--- src/rtl/sd_cmd_master_if.sv ---
// Command-path bundle between the register bank / serial PHY and sd_cmd_master.
// master modport is the sequencer view; slave modport is the environment (bank + PHY) view.
interface sd_cmd_master_if #(
    parameter int CMD_REG_SIZE  = 14,
    parameter int CMD_TIMEOUT_W = 24,
    parameter int INT_CMD_SIZE  = 5
);
    logic                     cmd_start_i;
    logic [31:0]              argument_i;
    logic [CMD_REG_SIZE-1:0]  command_i;
    logic [CMD_TIMEOUT_W-1:0] timeout_i;
    logic                     int_status_rst_i;
    logic                     start_xfr_o;
    logic                     go_idle_o;
    logic [39:0]              cmd_o;
    logic                     with_response_o;
    logic                     long_response_o;
    logic                     finish_i;
    logic                     crc_ok_i;
    logic                     index_ok_i;
    logic [119:0]             response_i;
    logic                     dat0_i;
    logic [31:0]              response_0_o;
    logic [31:0]              response_1_o;
    logic [31:0]              response_2_o;
    logic [31:0]              response_3_o;
    logic [INT_CMD_SIZE-1:0]  int_status_o;
    logic                     busy_o;

    modport master (
        input  cmd_start_i, argument_i, command_i, timeout_i, int_status_rst_i,
        input  finish_i, crc_ok_i, index_ok_i, response_i, dat0_i,
        output start_xfr_o, go_idle_o, cmd_o, with_response_o, long_response_o,
        output response_0_o, response_1_o, response_2_o, response_3_o,
        output int_status_o, busy_o
    );

    modport slave (
        output cmd_start_i, argument_i, command_i, timeout_i, int_status_rst_i,
        output finish_i, crc_ok_i, index_ok_i, response_i, dat0_i,
        input  start_xfr_o, go_idle_o, cmd_o, with_response_o, long_response_o,
        input  response_0_o, response_1_o, response_2_o, response_3_o,
        input  int_status_o, busy_o
    );
endinterface

--- src/rtl/sd_cmd_master.sv ---
// SD command sequencer: start pulse -> PHY transaction -> response capture and status. Optional BUSY phase under SD_CMD_BUSY_CHECK_EN.
// Latency: start_xfr_o one cycle after cmd_start_i; status and busy_o drop one cycle after finish_i, timeout or DAT0 release.
// No backpressure: cmd_start_i is dropped while busy; the PHY handshake is pulse based (start_xfr_o / finish_i).
module sd_cmd_master #(
    parameter int CMD_REG_SIZE  = 14,
    parameter int CMD_TIMEOUT_W = 24,
    parameter int INT_CMD_SIZE  = 5
) (
    input  logic                 wb_clk_i,
    input  logic                 wb_rst_i,
    sd_cmd_master_if.master      bus
);
    localparam int CC    = 0;
    localparam int EI    = 1;
    localparam int CTE   = 2;
    localparam int CCRCE = 3;
    localparam int CIE   = 4;

    localparam logic [1:0] ST_IDLE    = 2'd0;
    localparam logic [1:0] ST_EXECUTE = 2'd1;
`ifdef SD_CMD_BUSY_CHECK_EN
    localparam logic [1:0] ST_BUSY    = 2'd2;
`endif

    logic [1:0]               r_state;
    logic [CMD_TIMEOUT_W-1:0] r_counter;
    logic                     r_idx_chk;
    logic                     r_crc_chk;
`ifdef SD_CMD_BUSY_CHECK_EN
    logic                     r_busy_chk;
`endif
    logic                     r_start_xfr;
    logic                     r_go_idle;
    logic [39:0]              r_cmd;
    logic                     r_with_resp;
    logic                     r_long_resp;
    logic [31:0]              r_resp_0;
    logic [31:0]              r_resp_1;
    logic [31:0]              r_resp_2;
    logic [31:0]              r_resp_3;
    logic [INT_CMD_SIZE-1:0]  r_int_status;

    logic                     w_timeout_hit;
    logic                     w_crc_err;
    logic                     w_idx_err;
    logic                     w_resp_err;
    logic [INT_CMD_SIZE-1:0]  w_status_set;
    logic                     w_unused;

    assign w_timeout_hit = (bus.timeout_i != '0) && (r_counter >= bus.timeout_i);
    assign w_crc_err     = r_crc_chk && !bus.crc_ok_i;
    assign w_idx_err     = r_idx_chk && !bus.index_ok_i;
    assign w_resp_err    = w_crc_err || w_idx_err;

`ifdef SD_CMD_BUSY_CHECK_EN
    assign w_unused = ^bus.command_i[7:5];
`else
    assign w_unused = ^{bus.command_i[7:5], bus.command_i[2], bus.dat0_i};
`endif

    // Status bits raised this cycle; these win over a simultaneous clear.
    always_comb begin
        w_status_set = '0;
        case (r_state)
            ST_EXECUTE: begin
                if (bus.finish_i) begin
                    w_status_set[CCRCE] = w_crc_err;
                    w_status_set[CIE]   = w_idx_err;
                    w_status_set[EI]    = w_resp_err;
`ifdef SD_CMD_BUSY_CHECK_EN
                    w_status_set[CC]    = !w_resp_err && !r_busy_chk;
`else
                    w_status_set[CC]    = !w_resp_err;
`endif
                end else if (w_timeout_hit) begin
                    w_status_set[CTE] = 1'b1;
                    w_status_set[EI]  = 1'b1;
                end
            end
`ifdef SD_CMD_BUSY_CHECK_EN
            ST_BUSY: begin
                if (bus.dat0_i) begin
                    w_status_set[CC] = 1'b1;
                end else if (w_timeout_hit) begin
                    w_status_set[CTE] = 1'b1;
                    w_status_set[EI]  = 1'b1;
                end
            end
`endif
            default: w_status_set = '0;
        endcase
    end

    always_ff @(posedge wb_clk_i) begin
        if (!wb_rst_i) begin
            r_state      <= ST_IDLE;
            r_counter    <= '0;
            r_idx_chk    <= 1'b0;
            r_crc_chk    <= 1'b0;
`ifdef SD_CMD_BUSY_CHECK_EN
            r_busy_chk   <= 1'b0;
`endif
            r_start_xfr  <= 1'b0;
            r_go_idle    <= 1'b0;
            r_cmd        <= '0;
            r_with_resp  <= 1'b0;
            r_long_resp  <= 1'b0;
            r_resp_0     <= '0;
            r_resp_1     <= '0;
            r_resp_2     <= '0;
            r_resp_3     <= '0;
            r_int_status <= '0;
        end else begin
            r_start_xfr  <= 1'b0;
            r_go_idle    <= 1'b0;
            r_int_status <= (bus.int_status_rst_i ? '0 : r_int_status) | w_status_set;
            case (r_state)
                ST_IDLE: begin
                    if (bus.cmd_start_i) begin
                        r_idx_chk    <= bus.command_i[4];
                        r_crc_chk    <= bus.command_i[3];
`ifdef SD_CMD_BUSY_CHECK_EN
                        r_busy_chk   <= bus.command_i[2];
`endif
                        r_cmd        <= {2'b01, bus.command_i[13:8], bus.argument_i};
                        r_with_resp  <= bus.command_i[1:0] != 2'b00;
                        r_long_resp  <= bus.command_i[1:0] == 2'b10;
                        r_start_xfr  <= 1'b1;
                        r_counter    <= '0;
                        r_int_status <= '0;
                        r_state      <= ST_EXECUTE;
                    end
                end
                ST_EXECUTE: begin
                    r_counter <= r_counter + 1'b1;
                    if (bus.finish_i) begin
                        if (r_with_resp) begin
                            r_resp_0 <= bus.response_i[119:88];
                            if (r_long_resp) begin
                                r_resp_1 <= bus.response_i[87:56];
                                r_resp_2 <= bus.response_i[55:24];
                                r_resp_3 <= {bus.response_i[23:0], 8'h00};
                            end
                        end
                        r_counter <= '0;
`ifdef SD_CMD_BUSY_CHECK_EN
                        r_state   <= (!w_resp_err && r_busy_chk) ? ST_BUSY : ST_IDLE;
`else
                        r_state   <= ST_IDLE;
`endif
                    end else if (w_timeout_hit) begin
                        r_go_idle <= 1'b1;
                        r_state   <= ST_IDLE;
                    end
                end
`ifdef SD_CMD_BUSY_CHECK_EN
                // Card holds DAT0 low while busy; a timeout here needs no PHY abort.
                ST_BUSY: begin
                    r_counter <= r_counter + 1'b1;
                    if (bus.dat0_i || w_timeout_hit) begin
                        r_state <= ST_IDLE;
                    end
                end
`endif
                default: r_state <= ST_IDLE;
            endcase
        end
    end

    assign bus.start_xfr_o     = r_start_xfr;
    assign bus.go_idle_o       = r_go_idle;
    assign bus.cmd_o           = r_cmd;
    assign bus.with_response_o = r_with_resp;
    assign bus.long_response_o = r_long_resp;
    assign bus.response_0_o    = r_resp_0;
    assign bus.response_1_o    = r_resp_1;
    assign bus.response_2_o    = r_resp_2;
    assign bus.response_3_o    = r_resp_3;
    assign bus.int_status_o    = r_int_status;
    assign bus.busy_o          = r_state != ST_IDLE;
endmodule

--- src/flat_wrapper.sv ---
// flat-port wrapper written by rule: the top's interface ports become plain ports
module sd_cmd_master_flat 
#(
    parameter int CMD_REG_SIZE  = 14,
    parameter int CMD_TIMEOUT_W = 24,
    parameter int INT_CMD_SIZE  = 5
)
  (wb_clk_i, wb_rst_i, bus_cmd_start_i, bus_argument_i, bus_command_i, bus_timeout_i, bus_int_status_rst_i, bus_finish_i, bus_crc_ok_i, bus_index_ok_i, bus_response_i, bus_dat0_i, bus_start_xfr_o, bus_go_idle_o, bus_cmd_o, bus_with_response_o, bus_long_response_o, bus_response_0_o, bus_response_1_o, bus_response_2_o, bus_response_3_o, bus_int_status_o, bus_busy_o);
  sd_cmd_master_if #(.CMD_REG_SIZE(CMD_REG_SIZE), .CMD_TIMEOUT_W(CMD_TIMEOUT_W), .INT_CMD_SIZE(INT_CMD_SIZE)) bus_i ();
  input  logic wb_clk_i;
  input  logic wb_rst_i;
  input wire logic [$bits(bus_i.cmd_start_i)-1:0] bus_cmd_start_i;
  input wire logic [$bits(bus_i.argument_i)-1:0] bus_argument_i;
  input wire logic [$bits(bus_i.command_i)-1:0] bus_command_i;
  input wire logic [$bits(bus_i.timeout_i)-1:0] bus_timeout_i;
  input wire logic [$bits(bus_i.int_status_rst_i)-1:0] bus_int_status_rst_i;
  input wire logic [$bits(bus_i.finish_i)-1:0] bus_finish_i;
  input wire logic [$bits(bus_i.crc_ok_i)-1:0] bus_crc_ok_i;
  input wire logic [$bits(bus_i.index_ok_i)-1:0] bus_index_ok_i;
  input wire logic [$bits(bus_i.response_i)-1:0] bus_response_i;
  input wire logic [$bits(bus_i.dat0_i)-1:0] bus_dat0_i;
  output wire logic [$bits(bus_i.start_xfr_o)-1:0] bus_start_xfr_o;
  output wire logic [$bits(bus_i.go_idle_o)-1:0] bus_go_idle_o;
  output wire logic [$bits(bus_i.cmd_o)-1:0] bus_cmd_o;
  output wire logic [$bits(bus_i.with_response_o)-1:0] bus_with_response_o;
  output wire logic [$bits(bus_i.long_response_o)-1:0] bus_long_response_o;
  output wire logic [$bits(bus_i.response_0_o)-1:0] bus_response_0_o;
  output wire logic [$bits(bus_i.response_1_o)-1:0] bus_response_1_o;
  output wire logic [$bits(bus_i.response_2_o)-1:0] bus_response_2_o;
  output wire logic [$bits(bus_i.response_3_o)-1:0] bus_response_3_o;
  output wire logic [$bits(bus_i.int_status_o)-1:0] bus_int_status_o;
  output wire logic [$bits(bus_i.busy_o)-1:0] bus_busy_o;
  assign bus_i.cmd_start_i = bus_cmd_start_i;
  assign bus_i.argument_i = bus_argument_i;
  assign bus_i.command_i = bus_command_i;
  assign bus_i.timeout_i = bus_timeout_i;
  assign bus_i.int_status_rst_i = bus_int_status_rst_i;
  assign bus_i.finish_i = bus_finish_i;
  assign bus_i.crc_ok_i = bus_crc_ok_i;
  assign bus_i.index_ok_i = bus_index_ok_i;
  assign bus_i.response_i = bus_response_i;
  assign bus_i.dat0_i = bus_dat0_i;
  assign bus_start_xfr_o = bus_i.start_xfr_o;
  assign bus_go_idle_o = bus_i.go_idle_o;
  assign bus_cmd_o = bus_i.cmd_o;
  assign bus_with_response_o = bus_i.with_response_o;
  assign bus_long_response_o = bus_i.long_response_o;
  assign bus_response_0_o = bus_i.response_0_o;
  assign bus_response_1_o = bus_i.response_1_o;
  assign bus_response_2_o = bus_i.response_2_o;
  assign bus_response_3_o = bus_i.response_3_o;
  assign bus_int_status_o = bus_i.int_status_o;
  assign bus_busy_o = bus_i.busy_o;
  sd_cmd_master #(.CMD_REG_SIZE(CMD_REG_SIZE), .CMD_TIMEOUT_W(CMD_TIMEOUT_W), .INT_CMD_SIZE(INT_CMD_SIZE)) u_core (.wb_clk_i(wb_clk_i), .wb_rst_i(wb_rst_i), .bus(bus_i));
endmodule
--- config.mk ---
export PLATFORM = sky130hd
export DESIGN_NAME = sd_cmd_master_flat
export DESIGN_NICKNAME = d
export VERILOG_FILES = /design/src/rtl/sd_cmd_master_if.sv /design/src/rtl/sd_cmd_master.sv /design/src/flat_wrapper.sv
export SDC_FILE = /design/constraint.sdc
export NUM_CORES = 1
export LEC_CHECK = 0
export ABC_AREA = 1
export CAP_MARGIN = 5
export CORE_ASPECT_RATIO = 0.75
export CORE_MARGIN = 8
export CORE_UTILIZATION = 30
export CTS_CLUSTER_DIAMETER = 120
export DETAILED_ROUTE_END_ITERATION = 10
export MAX_ROUTING_LAYER = met4
export PLACE_DENSITY = 0.72
export SKIP_CTS_REPAIR_TIMING = 1
export SYNTH_ARGS = -nofsm -noshare
export SYNTH_HDL_FRONTEND = slang
export SYNTH_SLANG_ARGS = --single-unit
--- constraint.sdc ---
create_clock -name wb_clk_i -period 4.9 [get_ports wb_clk_i]
set_clock_uncertainty 0.1 [all_clocks]
set_input_delay 0.98 -clock wb_clk_i [delete_from_list [all_inputs] [get_ports wb_clk_i]]
set_output_delay 0.98 -clock wb_clk_i [all_outputs]
set_load 0.03 [all_outputs]
==> results.md, run 1 <==
- I/O Pins: between 300 and 400
- Worst r2r dst: u_core.bus.response_3_o[21]
- Total iterations of the first detailed-routing run: 4
- P&R area growth vs syn: 56.3%
- Hold path start: u_core.bus.cmd_o[38]
- Asr flop ratio synth: 0%
- CTS sink count: approximately 200
- Final setup violating endpoints: 0
- Post-Route Setup TNS: 0 ns
- R2R Setup Slk: 2.19 ns
- Deepest clock path buffer count: 2
- Top layer in use: met4
- Clk root buf: clkbuf_16
- N_diodes: 0
- Final setup margin: 1.47 ns
- Unique masters post-synth: 35
- Crit. End Element: register
- Fin crit period: between 3 and 4 ns
- Most common cell in the netlist: nor2_1
- Hold WC Path Type: register to register
- # DRC: 0
- Met2 WL post-DR: approximately 13 mm
- Fmax: 0.291 GHz
- Status: finished, final reports clean
- Site row count: 51
- Worst r2r src: u_core.r_state[0]
- Die Width: 204 µm
- Post-synth top area share: approximately half
- Commonest cells in the synthesized netlist: 275 x nor2_1, 195 x dfxtp_1, 183 x nand2_1
- Synth warnings: 0
- Number of global-route vias before repair: about 8,100
- Slew Viols, Final: 0
- CP Launch Type: input pin
- Multi-input gate area: 0.00351 mm²
- Cell Pwr Density: about 290 mW/mm²
- Ys flop type: dfxtp_1
- Final period util: between 70% and 80%
- CTS H-tree depth: 4
- Vias/cell: approximately 4.6
- Met1 Wirelength: 12.0 mm
- Worst-Margin Slew: approximately 0.92 ns
- Cells on worst reg2reg path: 10
- GP Congestion: roughly 0.80
- CTS tree: done
- Initial antenna violation count: 0
- Total Routing Usage GR: 17.5%
- Worst vdd ir: 0.291 mV
- Initial Util: a little under a third
- Worst-path clk slew: around 0.070 ns
- Mapped Area: slightly below 0.008 mm²
- Sequential fraction of the synthesis area: around 49%
- Hold path cells: 2
- Total Nets Final: ~1,600
- Number of flops mapped to enable cells by yosys: 0
- Via count: 8,067
- Num CTS Buffers: 17
- Pin count of the biggest net entering global routing: 102
- Post-Syn Instances: ~1,100
- Hold endpoint: u_core.bus.cmd_o[38]
- Die area: about 0.032 mm²
- Synth Area per Inst: 7.41 µm²
- Final Instance Area: 0.0124 mm²
- Synth area leader: dfxtp_1
- Endpoints failing hold: 0
- Port Buffers: roughly 360
- Proportion of layout cells with a drive suffix above 1: between 3 and 4%
- Die H: around 160 µm
- Avg WL per Cell: around 16 µm
- GR Overflow Total: 0
- DP HPWL: 20.9 mm
- LEAKAGE: approximately 0.0053 µW
- DRT antenna net count: 0
- Pre-CTS setup slack: between 0.9 and 1 ns
- CP Data Arrival Time: 3.66 ns
- Total Wirelength: 28.3 mm
- Peak fanout along the critical path: 45
- Worst Setup Path Type: input pin to register
- MaxCap Viol Count: 0
- Met3 wire length: 2.59 mm
- First-pass GRT wire length: 43.4 mm
- Placeable Area: ~0.026 mm²
- Sequential cell area: roughly 0.004 mm²
- Critical Path RT: between 5 and 6 ns
- Register bit total from synthesis: 195
- DP Area: about 0.012 mm²
- Clk Latency, worst-skew pair: between 0.4 and 0.5 ns
- Max transition margin: about two fifths
- Cells taking the most area after synthesis: dfxtp_1 49%, nor2_1 13%, nand2_1 8.7%
- Unrepaired setup endpoints after global routing: false
- Initial DRC Count: between 300 and 400
- Filler cells: approximately 2,500
-- flip-flops by register name (all words and copies together) (netlist names), 5 cells and up --
name / flops
u_core.bus.cmd_o: 39
u_core.bus.response_0_o: 32
u_core.bus.response_1_o: 32
u_core.bus.response_2_o: 32
u_core.bus.response_3_o: 24
u_core.r_counter: 24
u_core.bus.int_status_o: 5
-- logic make-up (layout without fill, tap and decap cells) --
kind of cell | count (synthesis) | in the layout | share of synthesized area, %
fa+ha+maj | 25 | 25 | 3.95
flops | 195 | 195 | 49.2
other cells | 1 | 9 | 0.0473
compound gates | 184 | 184 | 12.3
simple gates | 540 | 540 | 27.5
buf+inv | 125 | 465 | 7.01
-- layer usage --
metal	up-vias	global-route usage (%)
li1	4085	-
met1	3683	20.0
met2	271	28.2
met3	28	7.40
met4	0	3.96
met5	-	-
-- layout make-up --
class,count,share of cell area [%]
clock inverters,12,1.35
repair buffers,371,29.7
multi-input cells,758,28.3
well taps,344,3.47
clock buffers,20,3.77
flip-flops and latches,195,31.5
inverters,62,1.88
-- cell usage in the layout (no fill, tap or decap), types with 11 or more instances in the layout --
cell             instances
nand2_1                183
nand3_1                 57
ha_1                    25
clkbuf_16               17
clkdlybuf4s50_1        360
dfxtp_1                195
inv_1                   59
buf_4                   11
a21oi_1                 26
nor2_1                 274
o21ai_0                131
-- report_power, final --
| part | total, µW | switching [µW] | internal, µW |
|---|---|---|---|
| Sequential | 1640 | 17.4 | 1620 |
| Clock | 1520 | 662 | 859 |
| Combinational | 425 | 207 | 218 |
| Total | 3580 | 887 | 2700 |
-- critical path, cell delays in order --
cell,delay [ns]
clkdlybuf4s50_1,0.57
nand2_2,0.14
nor2_4,0.10
buf_4,0.31
inv_2,0.34
nor2_8,0.17
buf_4,0.39
inv_2,0.07
buf_4,0.28
nor2_1,0.18
nor2_1,0.07
-- metrics by stage --
stage / hold slack [ns] / power, µW / instances / utilization (%)
after floorplan: 0.343 / 1850 / 1078 / -
after global placement: 0.329 / 2090 / 1730 / 45.3
after detailed placement: 0.334 / 2100 / 1730 / 45.3
after CTS: 0.346 / 3640 / 1762 / 47.7
after global routing: 0.380 / 3730 / 1762 / 47.7
final: 0.341 / 3580 / 1762 / 47.7
-- worst max-delay path by stage --
stage                            from                          end  slack, ns  depth (start not counted)
floorplan           bus_timeout_i[23]   u_core.bus.int_status_o[1]       2.65                         12
global placement         bus_finish_i   u_core.bus.response_1_o[5]       1.03                         11
detailed placement       bus_finish_i   u_core.bus.response_1_o[5]       0.97                         11
CTS                      bus_finish_i   u_core.bus.response_1_o[8]       1.43                         11
global route             bus_finish_i  u_core.bus.response_3_o[21]       1.25                         11
finish                   bus_finish_i  u_core.bus.response_3_o[21]       1.47                         11
(Power assumes the default switching activity.)
==> run 2, diff against run 1 <==
PLACE_DENSITY = 0.74   (was 0.72)
clock period = 2.8 ns   (was 4.9 ns; I/O delays follow)
==> results.md, run 2 (same netlist as run 1, synthesis figures left out) <==
- Status: finished, final reports clean
- Vias/cell: 4.54 (-0.81%)
- P&R area growth vs syn: 56.7%
- Peak fanout along the critical path: 5 (-89%)
- CTS sink count: 195 (unchanged)
- Total Routing Usage GR: 17.1% (-0.37 points)
- GR Overflow Total: 0 (unchanged)
- Critical path depth: 1 (-10)
- Initial antenna violation count: 0 (unchanged)
- Number of global-route vias before repair: 8,078 (-0.28%)
- Endpoints failing hold: 0 (unchanged)
- Max transition margin: 42.3% (+3.8 points)
- Critical path origin: u_core.r_state[0]
- Worst vdd ir: 0.386 mV (+33%)
- Pin count of the biggest net entering global routing: 171 (+68%)
- Deepest clock path buffer count: 2 (unchanged)
- Final period util: 79.7%
- Worst Hold Slack: 0.345 ns (+0.00461 ns)
- Worst Setup Path Type: register to primary output
- Total Nets Final: 1,632 (+0.25%)
- Placeable Area: 0.0260 mm² (unchanged)
- Num CTS Buffers: 17 (unchanged)
- Commonest non-fill, non-tap cells in the layout: 360 x clkdlybuf4s50_1, 274 x nor2_1, 195 x dfxtp_1
- Worst path max stage delay: 0.74 ns (+0.17 ns)
- Proportion of layout cells with a drive suffix above 1: 4.15% (+0.20 points)
- Initial DRC Count: 407 (+12%)
- Fmax: ~0.45 GHz
- Hold path cells: 2 (unchanged)
- Hold WC Path Type: register to register
- Avg WL per Cell: 15.7 µm (-2.3%)
- Fin crit period: between 2 and 2.5 ns
- Worst-Margin Slew: 0.865 ns (-0.0576 ns)
- Port Buffers: 361 (unchanged)
- MaxCap Viol Count: 0 (unchanged)
- Clk Latency, worst-skew pair: 0.42 ns (about the same)
- Cell Pwr Density: 495 mW/mm² (+71%)
- CP Data Arrival Time: 1.57 ns (-2.09 ns)
- Filler cells: 2,494 (+1.3%)
- DP HPWL: 20.6 mm (-1.3%)
- Top layer in use: met4
- Unrepaired setup endpoints after global routing: false
- Clk root buf: clkbuf_16
- I/O Pins: 376 (unchanged)
- Initial Util: 30.5% (unchanged)
- Final cell count without fillers: 1,767 (+0.28%)
- Site row count: 51 (unchanged)
- Die Width: 204 µm (unchanged)
- CP top delay family: buffers and inverters
- GP Congestion: 0.783 (-2.1%)
- Crit. End Element: primary output
- Total Wirelength: 27.8 mm (-2.0%)
- # DRC: 0 (unchanged)
- Commonest non-fill, non-tap cell in the layout: clkdlybuf4s50_1
- Met3 wire length: 2.53 mm (-2.5%)
- Slowest-stage cell, CP: clkdlybuf4s50_1
- Critical Path RT: 2.14 ns (-2.99 ns)
- CP Launch Type: register
- Met2 WL post-DR: 12.9 mm (-3.3%)
- Die H: 157 µm (unchanged)
- CTS tree: done
- Met1 Wirelength: 12.0 mm (+0.14%)
- WP buf/inv: 1 (-5)
- CP Cell Sequence: clkdlybuf4s50_1
- Final setup violating endpoints: 0 (unchanged)
- DRT antenna net count: 0 (unchanged)
- CTS H-tree depth: 4 (unchanged)
- First-pass GRT wire length: 42.8 mm (-1.2%)
- Post-Route Setup TNS: 0 ns (unchanged)
- Cells on worst reg2reg path: 9 (-1)
- Worst-path clk slew: 0.07 ns (about the same)
- Hold path start: u_core.bus.cmd_o[38]
- LEAKAGE: 0.00527 µW (+0.18%)
- Total iterations of the first detailed-routing run: 5 (+1)
- Via count: 8,024 (-0.53%)
- Max reg flops: 39 (unchanged)
- Die area: 0.0319 mm² (unchanged)
- Slew Viols, Final: 0 (unchanged)
- Worst r2r src: u_core.r_counter[23]
- Placed cells: 1,734 (+0.23%)
run 2: routing by layer:
metal	vias up	GRT usage (%)
met4	0	3.86
met3	23	6.86
met2	273	27.4
met1	3627	20.0
met5	-	-
li1	4101	-
run 2: path summary, 6_finish.rpt:
| check | to | slack [ns] |
|---|---|---|
| setup / recovery | bus_busy_o | 0.57 |
| hold / removal | u_core.bus.cmd_o[38] | 0.35 |
| setup reg to reg | u_core.bus.int_status_o[1] | 0.90 |
| hold reg to reg | u_core.bus.cmd_o[38] | 0.35 |
run 2: per-stage QoR:
| step | total power, µW | setup slack (ns) | util [%] | cell area (µm²) |
|---|---|---|---|---|
| final | 6150 | 0.567 | 47.8 | 12400 |
| after global routing | 6410 | 0.469 | 47.8 | 12400 |
| after CTS | 6230 | 0.540 | 47.8 | 12400 |
| after detailed placement | 3680 | 0.186 | 45.5 | 11800 |
| after global placement | 3670 | 0.192 | 45.5 | 11800 |
| after floorplan | 3230 | 0.973 | - | 7960 |
run 2: area by class of cell:
cell class                 count  area (µm²)  share of cell area (%)
clock inverter                12         144                    1.16
antenna                        1        2.50                  0.0201
tap                          344         430                    3.46
sequential                   195        3900                    31.4
timing repair buffer         375        3750                    30.2
inverter                      62         233                    1.87
multi-input combinational    758        3500                    28.2
clock buffer                  20         457                    3.68
run 2: power breakdown:
group | internal, µW | switching, µW | leakage [µW] | total, µW
clock | 1390 | 1150 | 0.000290 | 2540
combinational | 387 | 361 | 0.00340 | 747
sequential | 2830 | 31.6 | 0.00158 | 2860
